File: src/rtl/branch_predictor.sv
// branch_predictor: direct-mapped BHT + BTB with combinational lookup and trained update.
// Define BP_STATS_EN to build the saturating branch/mispredict counters.
module branch_predictor #(
  parameter int ENTRIES = 16,
  parameter int IDX_W = 4
) (
  input  logic        clk,
  input  logic        rst,
  input  logic [15:0] lookup_pc,
  output logic        pred_taken,
  output logic [15:0] pred_target,
  input  logic        upd_valid,
  input  logic        upd_stall,
  input  logic [15:0] upd_pc,
  input  logic        upd_taken,
  input  logic        upd_jump,
  input  logic [15:0] upd_target,
  input  logic        upd_pred_taken,
  output logic [15:0] stat_branches,
  output logic [15:0] stat_mispredicts,
  output logic        err
);
  localparam int TAG_W = 15 - IDX_W;
  logic             v   [ENTRIES];
  logic [TAG_W-1:0] tag [ENTRIES];
  logic [1:0]       ctr [ENTRIES];
  logic [15:0]      tgt [ENTRIES];
  logic [IDX_W-1:0] l_idx, u_idx;
  logic [TAG_W-1:0] l_tag, u_tag;
  logic             l_hit, u_hit, acc, wr;
  logic [1:0]       u_ctr, new_ctr;
  logic [15:0]      new_tgt;
  assign l_idx = lookup_pc[IDX_W:1];
  assign l_tag = lookup_pc[15:IDX_W+1];
  assign u_idx = upd_pc[IDX_W:1];
  assign u_tag = upd_pc[15:IDX_W+1];
  assign l_hit = v[l_idx] && tag[l_idx] == l_tag;
  assign u_hit = v[u_idx] && tag[u_idx] == u_tag;
  assign pred_taken = l_hit && ctr[l_idx][1];
  assign pred_target = pred_taken ? tgt[l_idx] : lookup_pc + 16'd2;
  assign err = lookup_pc[0] || (upd_valid && upd_pc[0]);
  assign acc = upd_valid && !upd_stall;
  // a miss only allocates on a taken outcome; hits always train
  assign wr = acc && (u_hit || upd_taken);
  assign u_ctr = ctr[u_idx];
  always_comb begin
    new_ctr = u_hit ? (upd_jump ? 2'b11 :
                       upd_taken ? (u_ctr == 2'b11 ? 2'b11 : u_ctr + 2'b01) :
                                   (u_ctr == 2'b00 ? 2'b00 : u_ctr - 2'b01))
                    : (upd_jump ? 2'b11 : 2'b10);
    new_tgt = (upd_jump || upd_taken) ? upd_target : tgt[u_idx];
  end
  always_ff @(posedge clk or posedge rst) begin
    if (rst) begin
      for (int i = 0; i < ENTRIES; i++) begin
        v[i]   <= 1'b0;
        tag[i] <= '0;
        ctr[i] <= 2'b01;
        tgt[i] <= 16'h0000;
      end
    end else if (wr) begin
      v[u_idx]   <= 1'b1;
      tag[u_idx] <= u_tag;
      ctr[u_idx] <= new_ctr;
      tgt[u_idx] <= new_tgt;
    end
  end
`ifdef BP_STATS_EN
  always_ff @(posedge clk or posedge rst) begin
    if (rst) begin
      stat_branches    <= 16'h0000;
      stat_mispredicts <= 16'h0000;
    end else if (acc) begin
      if (stat_branches != 16'hFFFF) stat_branches <= stat_branches + 16'd1;
      if (upd_pred_taken != upd_taken && stat_mispredicts != 16'hFFFF)
        stat_mispredicts <= stat_mispredicts + 16'd1;
    end
  end
`else
  logic stats_unused;
  assign stats_unused = upd_pred_taken;
  assign stat_branches = 16'h0000;
  assign stat_mispredicts = 16'h0000;
`endif
endmodule
File: config.mk
export PLATFORM = sky130hd
export DESIGN_NAME = branch_predictor
export DESIGN_NICKNAME = d
export VERILOG_FILES = /design/src/rtl/branch_predictor.sv
export SDC_FILE = /design/constraint.sdc
export NUM_CORES = 1
export LEC_CHECK = 0
export BUFFER_PORTS_ARGS = -buffer_cell sky130_fd_sc_hd__clkbuf_2
export CORE_ASPECT_RATIO = 0.8
export CORE_MARGIN = 10
export CORE_UTILIZATION = 40
export CTS_CLUSTER_SIZE = 10
export DETAILED_ROUTE_END_ITERATION = 10
export PLACE_DENSITY = 0.57
export SETUP_SLACK_MARGIN = 0.3
export SYNTH_ARGS = -nofsm -noshare
export SYNTH_HDL_FRONTEND = slang
export SYNTH_SLANG_ARGS = --single-unit
File: constraint.sdc
create_clock -name clk -period 34.1 [get_ports clk]
set_input_delay 6.82 -clock clk [delete_from_list [all_inputs] [get_ports clk]]
set_output_delay 6.82 -clock clk [all_outputs]
set_load 0.02 [all_outputs]
# After elaboration in Yosys (flattened, before gate mapping)
# Cells that the tools add are included.
dict set report op_classes {
  addsub 3
  magnitude_cmp 3
  n_eq_ne 3
  mux 43
  bitwise 3
  n_reduce_logical 12
}
# op n
set op_table {}
lappend op_table {{bitwise mux 256 bit} 1}
lappend op_table {{bitwise mux 176 bit} 1}
lappend op_table {{binary-select mux 16 bit (select 4 bit)} 2}
lappend op_table {{2-to-1 mux 16 bit} 7}
lappend op_table {{binary-select mux 11 bit (select 4 bit)} 2}
lappend op_table {{demux 16 bit (select 4 bit)} 1}
lappend op_table {{2-to-1 mux 11 bit} 5}
lappend op_table {{demux 11 bit (select 4 bit)} 1}
lappend op_table {{bitwise mux 32 bit} 1}
lappend op_table {{== test 11 bit} 2}
lappend op_table {{2-to-1 mux 2 bit} 10}
lappend op_table {{adder 16 x 2 -> 16 bit (second input constant)} 1}
lappend op_table {{binary-select mux 2 bit (select 4 bit)} 2}
lappend op_table {{bitwise OR 16 bit} 1}
lappend op_table {{>= comparator 5 bit (second input constant)} 2}
lappend op_table {{inverter 4 -> 5 bit} 2}
lappend op_table {{binary-select mux 1 bit (select 4 bit)} 2}
lappend op_table {{demux 2 bit (select 4 bit)} 1}
lappend op_table {{logical AND 1 bit} 7}
lappend op_table {{2-to-1 mux 1 bit} 6}
lappend op_table {{less-than comparator 5 x 1 -> 1 bit (second input constant)} 1}
lappend op_table {{demux 1 bit (select 4 bit)} 1}
lappend op_table {{logical OR 1 bit} 3}
lappend op_table {{adder 2 x 1 -> 2 bit (second input constant)} 1}
lappend op_table {{4 further kinds} 4}
dict set report word_totals {
  regBits 480
  in_bits 55
  output_inout_bits 50
  word_cells 131
}

# Longest topological paths before layout
dict set report depth {
  ltp_word 10
  mapped_depth 14
  mapped_depth_nobuf 8
}

# Worst setup path after synthesis
# Ideal clock, no wire load.
dict set report synth_path {
  path_type {in2out}
  startpoint {input port lookup_pc[1]}
  endpoint {output port pred_target[0]}
  arrival_time_ns 9.563
  required_time_ns 27.280
  slack_ns 17.717
  path_stages 8
  n_path_buf 5
  path_cell_list {buf_6 > buf_6 > buf_2 > clkbuf_1 > buf_1 > mux4_2 > mux4_2 > mux2_2}
}
dict set report synth_between {
  elab_chain_cells 8
  elab_cells_between_ends 17
  classes_between {eq/ne (1); mux (13); bitwise (1); reduce/logical (2)}
}
# item line_no
set synth_rtl {}
lappend synth_rtl {{start: declaration} 9} ;# input logic [15:0] lookup_pc,
lappend synth_rtl {{inverter 4 -> 5 bit (implied by the code) *} {37, 39, 40}}
lappend synth_rtl {{binary-select mux 11 bit (select 4 bit)} 37} ;# assign l_hit = v[l_idx] && tag[l_idx] == l_tag;
lappend synth_rtl {{2-to-1 mux 11 bit (implied by the code) (2 in series)} 37}
lappend synth_rtl {{== test 11 bit} 37}
lappend synth_rtl {{logical AND 1 bit} 37}
lappend synth_rtl {{logical AND 1 bit} 39} ;# assign pred_taken = l_hit && ctr[l_idx][1];
lappend synth_rtl {{2-to-1 mux 16 bit *} 40} ;# assign pred_target = pred_taken ? tgt[l_idx] : lookup_pc + 16'd2;
lappend synth_rtl {{end: declaration} 11} ;# output logic [15:0] pred_target,
# Mark *: on every way between the ends. The rest lies on a longest branch, timed or not. The select of a mux whose other input is x is not followed.

# Final worst setup path
dict set report layout_path {
  startpoint {input port lookup_pc[1]}
  endpoint {output port pred_target[15]}
}
dict set report layout_between {
  elab_chain_cells 8
  elab_cells_between_ends 18
  classes_between {add/sub (1); eq/ne (1); mux (13); bitwise (1); reduce/logical (2)}
}
# item line_no
set layout_rtl {}
lappend layout_rtl {{inverter 4 -> 5 bit (implied by the code)} {37, 39, 40}}
lappend layout_rtl {{binary-select mux 11 bit (select 4 bit)} 37}
lappend layout_rtl {{2-to-1 mux 11 bit (implied by the code) (2 in series)} 37}
lappend layout_rtl {{== test 11 bit} 37}
lappend layout_rtl {{logical AND 1 bit} 37}
lappend layout_rtl {{logical AND 1 bit} 39}
lappend layout_rtl {{2-to-1 mux 16 bit *} 40}
# Marks and branches as above.

==> summary.txt <==
Setup path
  – Largest incremental delay on the critical path: 0.70 ns
  – Setup slack, reg-to-reg: around 30 ns
  – Depth of the most critical reg-to-reg path: 10
  – Maximum fanout count along the critical path: 59
  – Worst path buffer plus inverter count: 4
  – Cell-by-cell trace of the critical path: clkbuf_8 -> buf_4 -> buf_4 -> mux4_2 -> mux4_2 -> xnor2_1 -> nand4_1 -> nor4_2 -> nand4_2 -> mux2_2 -> clkbuf_2
  – Worst Setup End Kind: output port
  – CP delay by family, top: buffers and inverters
  – Worst-path cell with the longest stage delay: sky130_fd_sc_hd__nand4_2
  – Classification of the worst setup path: in2out
  – Launching point of the worst reg2reg path: tag[69]
  – CP startpoint kind: input port
  – Crit path arrival time: 12.17 ns
  – Endpoint of the worst-slack reg-to-reg timing path: tgt[66]
  – Required time at the worst-slack endpoint: 27.28 ns

Cells and area
  – Number of nets at the end of the flow: 1,885
  – Share of final-layout standard cells stronger than drive strength 1: 44.81%
  – Commonest non-fill, non-tap cells in the layout: sky130_fd_sc_hd__dfrtp_1 (464), sky130_fd_sc_hd__mux4_2 (259), sky130_fd_sc_hd__mux2_4 (183)
  – Most common cell after layout, fill and taps aside: sky130_fd_sc_hd__dfrtp_1
  – Post-synthesis to final-layout area growth: 7.873%
  – ANT cells: 0
  – Filler cell count: roughly 6,300
  – Area used by multi-input combinational logic: 14,980 um^2
  – Register cell area after layout: 12,030 um^2
  – Number of cells in the finished layout apart from fillers: roughly 2,800

Detailed routing
  – DRC violation count after routing: 0
  – Number of vias per cell: 6.124
  – WL per Instance: 29.48 um
  – Number of detailed-routing iterations run before antenna repair: 7
  – Via count: 17,040
  – Detailed Route WL: around 82,000 um
  – Remaining antenna violation count: 0
  – Number of violations reported at the end of detailed-routing iteration 0: 1,440

Power
  – Peak ir drop on the vdd network: 0.00004181 V
  – PD cells: 50.02 nW/um^2
  – Leakage power: 13.90 nW

Clock tree
  – Number of hold buffers added after CTS: 0
  – Longest Clk Path Bufs: 3
  – Clock tree sinks: between 400 and 500
  – Post-CTS Setup Repair Bufs: 0
  – H-tree levels: 2
  – Insertion delay to the later sink of the worst-skew pair: between 0.6 and 0.7 ns
  – CTS Root Cell: sky130_fd_sc_hd__clkbuf_16
  – Cells resized by post-CTS repair: 0
  – Clock transition at the register clock pins on the worst setup and hold paths after CTS: roughly 0.060 ns
  – Clock tree from TritonCTS: built
  – Total clock buffers created by CTS: 55

Floorplan
  – Standard-cell rows: 87
  – Die footprint: between 80,000 and 90,000 um^2
  – Core Region: 70,210 um^2
  – Initial cell density of the core: 40.27%
  – Floorplan die height: 257.8 um
  – Die X-Extent: about 320 um
  – Ports: 105

Timing
  – Min cycle time layout: 18.99 ns
  – Total negative setup slack: 0 ns
  – Slew headroom: about 24%
  – Number of setup violations in the final report: 0
  – Final worst clock skew: roughly 0.014 ns
  – Final critical-path share of the clock period: a little under three fifths
  – Hold Violations, Final: 0
  – Actual slew at the worst max-slew pin: 1.131 ns
  – Setup repair after global routing missed its margin: no
  – Max Freq: 52.65 MHz
  – Count of final max-slew check failures: 0

Placed design
  – Count of buffers from port buffering: 71
  – Detail Placement HPWL: roughly 50,000 um
  – Placed cell count: 2,706
  – GP Congestion: 0.8794

Logic synthesis
  – Proportion of netlist area held by the largest area contributor: ~40%
  – Instance count of the mapped netlist: 1,843
  – Yosys cell types: 77
  – Async set-reset flop share out of synthesis: 100.0%
  – Flip-flop and latch count after synthesis: between 400 and 500
  – Netlist area before placement: 28,270 um^2
  – Yosys warning count: 0
  – Top cells by area in the synthesized netlist: sky130_fd_sc_hd__dfrtp_1 (41%), sky130_fd_sc_hd__mux4_2 (21%), sky130_fd_sc_hd__mux2_4 (9.7%)
  – Synth Flop Type: sky130_fd_sc_hd__dfrtp_1
  – Cell type contributing the most total cell area after synthesis: sky130_fd_sc_hd__dfrtp_1
  – Share of synthesized area occupied by flip-flops and latches: between 40% and 50%
  – Number of flops mapped to enable cells by yosys: 0
  – Post-synthesis area per instance: 15.34 um^2

Worst hold path
  – Source of the worst hold timing path: ctr[28]
  – Hold-critical path endpoint: ctr[28]
  – Number of cells on the worst hold path: 2
  – Class of the tightest hold or removal check: reg2reg

GRT
  – Pin count of the biggest net entering global routing: 141
  – Number of antenna violations at the first check in global routing: 2
  – All-Layer GR Usage: 19.95%
  – Total gr overflow: 0
  – Via count of the first global-routing pass: 17,860
  – First-pass GRT wire length: 122,300 um

Run
  – Max-capacitance violation count: 0

Status
  – Status: finished, final reports clean
registers in the layout (all words and copies together), names as in the netlist:
register	count
ctr	32
tag	176
tgt	256
v	16
metrics by stage:
step | hold WS, ns | power [W] | utilization, % | setup slack (ns) | area [um^2]
floorplan | 0.4466 | 0.0009262 | - | 13.91 | 28390
global placement | 0.4631 | 0.0009895 | 41.27 | 15.03 | 28970
CTS | 0.4795 | 0.001538 | 43.44 | 15.04 | 30500
global route | 0.4838 | 0.001594 | 43.44 | 14.71 | 30500
detailed placement | 0.4671 | 0.001000 | 41.27 | 15.03 | 28970
finish | 0.4768 | 0.001525 | 43.44 | 15.11 | 30500
cell usage after synthesis, types with 3 or more instances:
library cell,count
sky130_fd_sc_hd__and3_1,6
sky130_fd_sc_hd__clkbuf_1,50
sky130_fd_sc_hd__nor2_1,29
sky130_fd_sc_hd__nand3b_1,3
sky130_fd_sc_hd__dfrtp_1,464
sky130_fd_sc_hd__nand3_1,24
sky130_fd_sc_hd__a2bb2oi_1,7
sky130_fd_sc_hd__nand2b_1,16
sky130_fd_sc_hd__nor3_2,4
sky130_fd_sc_hd__mux2_1,143
sky130_fd_sc_hd__a211oi_1,24
sky130_fd_sc_hd__nor3_1,12
sky130_fd_sc_hd__dfstp_2,16
sky130_fd_sc_hd__mux4_2,259
sky130_fd_sc_hd__nor4_2,6
sky130_fd_sc_hd__nand4_1,7
sky130_fd_sc_hd__buf_6,52
sky130_fd_sc_hd__o21ai_1,3
sky130_fd_sc_hd__nand2_1,45
sky130_fd_sc_hd__o21ai_0,8
sky130_fd_sc_hd__buf_4,49
sky130_fd_sc_hd__a21oi_2,11
sky130_fd_sc_hd__a21oi_1,8
sky130_fd_sc_hd__xor2_1,12
sky130_fd_sc_hd__and2_1,3
sky130_fd_sc_hd__xnor2_1,25
sky130_fd_sc_hd__a22o_1,3
sky130_fd_sc_hd__o211ai_1,9
sky130_fd_sc_hd__or3_1,3
sky130_fd_sc_hd__a22oi_1,11
sky130_fd_sc_hd__a221oi_1,11
sky130_fd_sc_hd__buf_2,38
sky130_fd_sc_hd__mux2_2,146
sky130_fd_sc_hd__inv_1,26
sky130_fd_sc_hd__nor4b_2,4
sky130_fd_sc_hd__buf_1,23
sky130_fd_sc_hd__nor4b_4,3
sky130_fd_sc_hd__mux2_4,183
sky130_fd_sc_hd__nor2b_1,8
sky130_fd_sc_hd__mux2i_1,39
sky130_fd_sc_hd__a311oi_1,4
area by class of cell:
cell class	count	area share, %
well taps	934	3.832
repair buffers	110	2.265
clock buffers	72	4.821
clock inverters	4	0.1764
multi-input cells	1156	49.11
flip-flops and latches	480	39.45
inverters	26	0.3446
where the power goes:
group / switching, W / internal [W] / total, W
Combinational: 0.000129 / 0.000163 / 0.000292
Clock: 0.000235 / 0.000298 / 0.000532
Sequential: 0.0000554 / 0.000645 / 0.000701
Total: 0.000419 / 0.00111 / 0.00153
worst max-delay path by stage:
stage,cells past startpoint,from,endpoint
CTS,11,lookup_pc[1],pred_target[15]
finish,11,lookup_pc[1],pred_target[15]
global route,11,lookup_pc[1],pred_target[15]
detailed placement,11,lookup_pc[1],pred_target[15]
floorplan,1,rst,ctr[11]
global placement,11,lookup_pc[1],pred_target[15]
routing by layer:
layer  share of wire (%)  GRT usage (%)  up-vias
met2                  46          30.80      665
li1                    -              -     6987
met5               0.016              0        -
met4                 2.6          5.293        2
met1                  44          28.05     9240
met3                 7.1          4.582      142
worst reg2reg max path, stage by stage, from the launching register on:
cell	delay [ns]
sky130_fd_sc_hd__dfrtp_1	0.40
sky130_fd_sc_hd__mux4_1	0.54
sky130_fd_sc_hd__or3b_2	0.46
sky130_fd_sc_hd__o211ai_1	0.21
sky130_fd_sc_hd__a311o_1	0.20
sky130_fd_sc_hd__o32ai_2	0.12
sky130_fd_sc_hd__and3_2	0.24
sky130_fd_sc_hd__buf_4	0.32
sky130_fd_sc_hd__a21oi_4	0.85
sky130_fd_sc_hd__buf_4	0.67
sky130_fd_sc_hd__mux2_4	0.37
logic make-up (layout without fill, tap and decap cells):
kind of cell / after synthesis / after routing / synth area share (%)
adder cells (fa/ha/maj): 2 / 2 / 0.07966
XOR/XNOR: 37 / 37 / 1.146
AO/OA/AOI/OAI: 118 / 118 / 3.284
flip-flops: 480 / 480 / 42.56
AND/OR/NAND/NOR: 196 / 196 / 4.222
buffers and inverters: 238 / 212 / 5.360
other: 1 / 32 / 0.01326
multiplexers: 771 / 771 / 43.34
No activity file was read; power rests on OpenSTA's default activity.
